**config.mk**
```make
export PLATFORM = sky130hd
export DESIGN_NAME = game_sprite_motion
export DESIGN_NICKNAME = d
export VERILOG_FILES = /design/src/rtl/game_sprite_motion.sv
export SDC_FILE = /design/constraint.sdc
export NUM_CORES = 1
export LEC_CHECK = 0
export BUFFER_PORTS_ARGS = -buffer_cell sky130_fd_sc_hd__buf_4
export CAP_MARGIN = 10
export CORE_ASPECT_RATIO = 0.8
export CORE_MARGIN = 2
export CORE_UTILIZATION = 30
export DETAILED_ROUTE_END_ITERATION = 7
export PLACE_DENSITY_LB_ADDON = 0.2
export SLEW_MARGIN = 20
export SYNTH_ARGS = -nofsm -noshare
export SYNTH_HDL_FRONTEND = slang
export SYNTH_SLANG_ARGS = --single-unit
```
**constraint.sdc**
```tcl
create_clock -name clk -period 7.07 [get_ports clk]
set_clock_uncertainty 0.2 [all_clocks]
set_input_delay 1.414 -clock clk [delete_from_list [all_inputs] [get_ports clk]]
set_output_delay 1.414 -clock clk [all_outputs]
set_load 0.01 [all_outputs]
```
**src/rtl/game_sprite_motion.sv**
```systemverilog
// Sprite motion controller: signed X/Y velocity applied on a periodic strobe,
// with a run-time edge policy (free, wrap, bounce, clamp) and edge-hit pulses.
module game_sprite_motion #(
  parameter int unsigned DX_WIDTH                          = 4,
  parameter int unsigned DY_WIDTH                          = 4,
  parameter int unsigned screen_width                      = 640,
  parameter int unsigned screen_height                     = 480,
  parameter int unsigned sprite_w                          = 8,
  parameter int unsigned sprite_h                          = 8,
  parameter int unsigned w_x                               = $clog2(screen_width),
  parameter int unsigned w_y                               = $clog2(screen_height),
  parameter int unsigned strobe_to_update_xy_counter_width = 20
) (
  input  logic                       clk,
  input  logic                       rst,
  input  logic                       sprite_write_xy,
  input  logic [w_x-1:0]             sprite_write_x,
  input  logic [w_y-1:0]             sprite_write_y,
  input  logic                       sprite_write_dxy,
  input  logic signed [DX_WIDTH-1:0] sprite_write_dx,
  input  logic signed [DY_WIDTH-1:0] sprite_write_dy,
  input  logic [1:0]                 sprite_edge_mode,
  input  logic                       sprite_enable_update,
  output logic [w_x-1:0]             sprite_x,
  output logic [w_y-1:0]             sprite_y,
  output logic signed [DX_WIDTH-1:0] sprite_dx,
  output logic signed [DY_WIDTH-1:0] sprite_dy,
  output logic                       hit_left,
  output logic                       hit_right,
  output logic                       hit_top,
  output logic                       hit_bottom
);

  localparam int unsigned X_MAX = screen_width - sprite_w;
  localparam int unsigned Y_MAX = screen_height - sprite_h;
  localparam int unsigned NX_W  = w_x + 2;
  localparam int unsigned NY_W  = w_y + 2;
  localparam int unsigned CNT_W = strobe_to_update_xy_counter_width;

  localparam logic signed [NX_W-1:0] X_MAX_S  = NX_W'(X_MAX);
  localparam logic signed [NX_W-1:0] X_SPAN_S = NX_W'(X_MAX + 1);
  localparam logic signed [NY_W-1:0] Y_MAX_S  = NY_W'(Y_MAX);
  localparam logic signed [NY_W-1:0] Y_SPAN_S = NY_W'(Y_MAX + 1);

  typedef enum logic [1:0] {
    EDGE_FREE   = 2'd0,
    EDGE_WRAP   = 2'd1,
    EDGE_BOUNCE = 2'd2,
    EDGE_CLAMP  = 2'd3
  } edge_mode_e;

  // Negation that maps the most-negative velocity to the most-positive one.
  function automatic logic signed [DX_WIDTH-1:0] neg_dx(input logic signed [DX_WIDTH-1:0] v);
    if (v == {1'b1, {(DX_WIDTH-1){1'b0}}}) return {1'b0, {(DX_WIDTH-1){1'b1}}};
    return -v;
  endfunction

  function automatic logic signed [DY_WIDTH-1:0] neg_dy(input logic signed [DY_WIDTH-1:0] v);
    if (v == {1'b1, {(DY_WIDTH-1){1'b0}}}) return {1'b0, {(DY_WIDTH-1){1'b1}}};
    return -v;
  endfunction

  logic [w_x-1:0]             x_q, x_d;
  logic [w_y-1:0]             y_q, y_d;
  logic signed [DX_WIDTH-1:0] dx_q, dx_d;
  logic signed [DY_WIDTH-1:0] dy_q, dy_d;
  logic [CNT_W-1:0]           cnt_q, cnt_d;
  logic                       hit_left_q, hit_left_d;
  logic                       hit_right_q, hit_right_d;
  logic                       hit_top_q, hit_top_d;
  logic                       hit_bottom_q, hit_bottom_d;

  edge_mode_e              mode;
  logic                    do_move;
  logic signed [NX_W-1:0]  nx;
  logic signed [NY_W-1:0]  ny;
  logic [w_x-1:0]          wr_x;
  logic [w_y-1:0]          wr_y;

  assign mode = edge_mode_e'(sprite_edge_mode);

  always_comb begin
    x_d          = x_q;
    y_d          = y_q;
    dx_d         = dx_q;
    dy_d         = dy_q;
    cnt_d        = cnt_q + CNT_W'(1);
    hit_left_d   = 1'b0;
    hit_right_d  = 1'b0;
    hit_top_d    = 1'b0;
    hit_bottom_d = 1'b0;

    nx = $signed({2'b00, x_q}) + NX_W'(dx_q);
    ny = $signed({2'b00, y_q}) + NY_W'(dy_q);

    // A position write in the update slot suppresses the whole motion step.
    do_move = (cnt_q == {CNT_W{1'b1}}) && sprite_enable_update && !sprite_write_xy;

    wr_x = sprite_write_x;
    wr_y = sprite_write_y;
    if (mode != EDGE_FREE) begin
      if (sprite_write_x > w_x'(X_MAX)) wr_x = w_x'(X_MAX);
      if (sprite_write_y > w_y'(Y_MAX)) wr_y = w_y'(Y_MAX);
    end

    if (do_move) begin
      unique case (mode)
        EDGE_FREE: x_d = w_x'(nx);
        EDGE_WRAP: begin
          x_d = w_x'(nx);
          if (nx > X_MAX_S) begin
            x_d         = w_x'(nx - X_SPAN_S);
            hit_right_d = 1'b1;
          end else if (nx[NX_W-1]) begin
            x_d        = w_x'(nx + X_SPAN_S);
            hit_left_d = 1'b1;
          end
        end
        EDGE_BOUNCE: begin
          x_d = w_x'(nx);
          if (nx > X_MAX_S) begin
            x_d         = w_x'(X_MAX);
            dx_d        = neg_dx(dx_q);
            hit_right_d = 1'b1;
          end else if (nx[NX_W-1]) begin
            x_d        = '0;
            dx_d       = neg_dx(dx_q);
            hit_left_d = 1'b1;
          end
        end
        EDGE_CLAMP: begin
          x_d = w_x'(nx);
          if (nx > X_MAX_S) begin
            x_d         = w_x'(X_MAX);
            dx_d        = '0;
            hit_right_d = 1'b1;
          end else if (nx[NX_W-1]) begin
            x_d        = '0;
            dx_d       = '0;
            hit_left_d = 1'b1;
          end
        end
        default: x_d = x_q;
      endcase

      unique case (mode)
        EDGE_FREE: y_d = w_y'(ny);
        EDGE_WRAP: begin
          y_d = w_y'(ny);
          if (ny > Y_MAX_S) begin
            y_d          = w_y'(ny - Y_SPAN_S);
            hit_bottom_d = 1'b1;
          end else if (ny[NY_W-1]) begin
            y_d       = w_y'(ny + Y_SPAN_S);
            hit_top_d = 1'b1;
          end
        end
        EDGE_BOUNCE: begin
          y_d = w_y'(ny);
          if (ny > Y_MAX_S) begin
            y_d          = w_y'(Y_MAX);
            dy_d         = neg_dy(dy_q);
            hit_bottom_d = 1'b1;
          end else if (ny[NY_W-1]) begin
            y_d       = '0;
            dy_d      = neg_dy(dy_q);
            hit_top_d = 1'b1;
          end
        end
        EDGE_CLAMP: begin
          y_d = w_y'(ny);
          if (ny > Y_MAX_S) begin
            y_d          = w_y'(Y_MAX);
            dy_d         = '0;
            hit_bottom_d = 1'b1;
          end else if (ny[NY_W-1]) begin
            y_d       = '0;
            dy_d      = '0;
            hit_top_d = 1'b1;
          end
        end
        default: y_d = y_q;
      endcase
    end

    if (sprite_write_xy) begin
      x_d = wr_x;
      y_d = wr_y;
    end
    if (sprite_write_dxy) begin
      dx_d = sprite_write_dx;
      dy_d = sprite_write_dy;
    end
  end

  always_ff @(posedge clk) begin
    if (rst) begin
      x_q          <= '0;
      y_q          <= '0;
      dx_q         <= '0;
      dy_q         <= '0;
      cnt_q        <= '0;
      hit_left_q   <= 1'b0;
      hit_right_q  <= 1'b0;
      hit_top_q    <= 1'b0;
      hit_bottom_q <= 1'b0;
    end else begin
      x_q          <= x_d;
      y_q          <= y_d;
      dx_q         <= dx_d;
      dy_q         <= dy_d;
      cnt_q        <= cnt_d;
      hit_left_q   <= hit_left_d;
      hit_right_q  <= hit_right_d;
      hit_top_q    <= hit_top_d;
      hit_bottom_q <= hit_bottom_d;
    end
  end

  assign sprite_x   = x_q;
  assign sprite_y   = y_q;
  assign sprite_dx  = dx_q;
  assign sprite_dy  = dy_q;
  assign hit_left   = hit_left_q;
  assign hit_right  = hit_right_q;
  assign hit_top    = hit_top_q;
  assign hit_bottom = hit_bottom_q;

endmodule

```
==> results.cfg <==
[status]
status = finished clean

[power]
leakage_nw = 2.25
powerDensity_mw_per_mm2 = 162
ir_drop_mv = 0.130

[route]
vias_per_cell = 5.57
wl_per_cell_um = 17.3
antenna_left = 0
vias = 4879
drt_iter0_markers = 384
drc = 0
dr.pass1.iters = 5
routed_wl_um = 15200

[worst_setup_path]
cp-start-kind = flop
worstPathMaxFanout = 15
arrival_ps = 4330
critical_path_required_ps = 7060
critPathKind = flop to flop
crit_path_end_kind = flop
reg2regPathDepth = 9

[placement]
io_buffers = 64
place_hpwl_um = 11500
dp.cells = 868
gp_congestion = 0.930

[clocking]
worstSkewPairLatency_ps = 300
post_cts_buffers = 0
clock-root-buffer = clkbuf_16
post_cts_resized = 0
cts.sinks = 51
max-clock-path-buffers = 2
clkTransAtPathRegs_ps = 70
cts_tree = done
cts_hold_buf = 0
numCtsBuffers = 5
htreeDepth = 2

[floorplanning]
fp-row-count = 40
coreArea_sq_mm = 0.0151
die_y_um = 115
dieArea_sq_mm = 0.0165
start_util_pct = 30.8
ios = 65
die_w_um = 143

[final_layout]
fill_cells = 1608
nets = 731
drive_above_1_share_pct = 14.0
fin_cells = 876
diodes = 0
area_growth_pct = 16.7

[synth]
synth_cells = 628
synth_seq_cells = 51
synth_edf_count = 0
synthArstFlopShare_pct = 0
synth_nets = 694
synth_warnings = 0
synthFlopType = dfxtp_1
synth.distinct_cells = 70
seq_area_frac_synth_pct = 22.0
synth_area_sq_mm = 0.00465
syn_area_per_cell_sq_um = 7.40

[global_route]
grt_pass1_vias = 4535
antenna_found_initial = 0
grt_use_total_pct = 18.1
grt_max_degree = 55
grt_pass1_wl_um = 23700
grt_overflow_total = 0

[worst_hold_path]
hold_depth = 1
hold_class = flop to flop

[timing]
slew_violations = 0
slew-limit-headroom_pct = 25.8
fmax_mhz = 230
worst_slew_pin_slew_ps = 1100
period_share_pct = 61.4
hold_viol = 0
fin_setup_tns_ps = 0
whs_ps = 243
setup_viol_count_final = 0
post-route-min-period_ps = 4340
rsz0062_at_grt = false

[job]
maxCapViolCount = 0
## critical path: stages, from the launching register on
cell and delay (ps):
dfxtp_1 760, ha_1 450, a21oi_1 280, mux2_2 380, nor3b_2 360, o211ai_1 230, o21ai_2 610, o21ai_4 120
or4_1 520, a311oi_1 300
## Yosys cell counts (6+ instances only)
cell type,count,share of area [%]
a31oi_1,14,1.9
o31ai_1,6,0.97
nand4_1,11,1.5
o21ai_0,30,3.2
nor2_1,62,5.0
and2_1,8,1.1
xor2_1,24,4.5
nor3_1,30,3.2
a22oi_1,7,1.1
ha_1,30,8.1
a21oi_1,49,5.3
dfxtp_1,51,22
xnor2_1,18,3.4
a211oi_1,6,0.97
a211o_1,8,1.5
o22ai_1,8,1.1
and3_1,9,1.2
a21o_1,10,1.6
nand2_1,55,4.4
or3_1,6,0.81
o21a_1,7,1.1
mux2i_1,7,1.5
clkbuf_1,27,2.2
inv_1,23,1.9
nand3_1,32,3.4
## cell type report
type	count	area, sq um	share of cell area (%)
repair buffers	64	480	8.86
clock buffers	6	129	2.38
flip-flops and latches	51	1020	18.8
multi-input cells	515	3380	62.4
inverters	28	110	2.03
well taps	210	263	4.84
clock inverters	2	38.8	0.715
## cell usage in the layout (no fill, tap or decap), types with 9 or more instances in the layout
cell / instances
nand2_1: 55
xor2_1: 24
a21oi_1: 49
o21ai_0: 30
ha_1: 30
buf_4: 64
nand4_1: 11
a31oi_1: 14
dfxtp_1: 51
inv_1: 23
xnor2_1: 18
and3_1: 9
nor2_1: 62
a21o_1: 10
nor3_1: 30
nand3_1: 32
## per-stage QoR
stage	cell area (sq um)	total power [W]	util [%]	worst slack [ps]
floorplan	4650	0.000512	-	3670
global placement	5260	0.000594	34.9	2980
detailed placement	5260	0.000597	34.9	2800
CTS	5420	0.000887	36.0	2770
global route	5420	0.000932	36.0	2510
finish	5420	0.000881	36.0	2730
## power breakdown
part	internal (W)	total [W]	switching, W	leakage, nW
Sequential	0.000298	0.000314	0.0000165	0.417
Combinational	0.000109	0.000281	0.000172	1.75
Clock	0.000169	0.000286	0.000117	0.0815
Total	0.000575	0.000881	0.000306	2.25
## per-layer routing
metal / track usage [%] / up-vias / wire [um]
met2: 28.1 / 178 / 6620
met5: 0 / - / 0
met1: 25.5 / 2301 / 7250
li1: - / 2380 / -
met4: 4.09 / 0 / 186
met3: 4.25 / 20 / 1140
## registers in the layout, indices dropped and copies added (netlist names)
name,cells
cnt_q,20
hit_bottom,1
hit_left,1
hit_right,1
hit_top,1
sprite_dx,4
sprite_dy,4
sprite_x,10
sprite_y,9
## cell families after synthesis
kind of cell / after synthesis / synth area share (%)
muxes: 11 / 2.48
and+or+nand+nor: 245 / 26.2
AOI/OAI and AO/OA: 184 / 26.7
buffers and inverters: 62 / 5.25
xor gates and xnor gates: 43 / 8.51
DFF: 51 / 22.0
adders and majority gates: 32 / 8.94
## worst paths after layout
path           startpoint           end  slack (ps)
max          sprite_dy[3]  sprite_dy[3]        2730
min              cnt_q[0]      cnt_q[0]         240
max reg2reg  sprite_dy[3]  sprite_dy[3]        2730
min reg2reg      cnt_q[0]      cnt_q[0]         240
(Power assumes the default switching activity.)
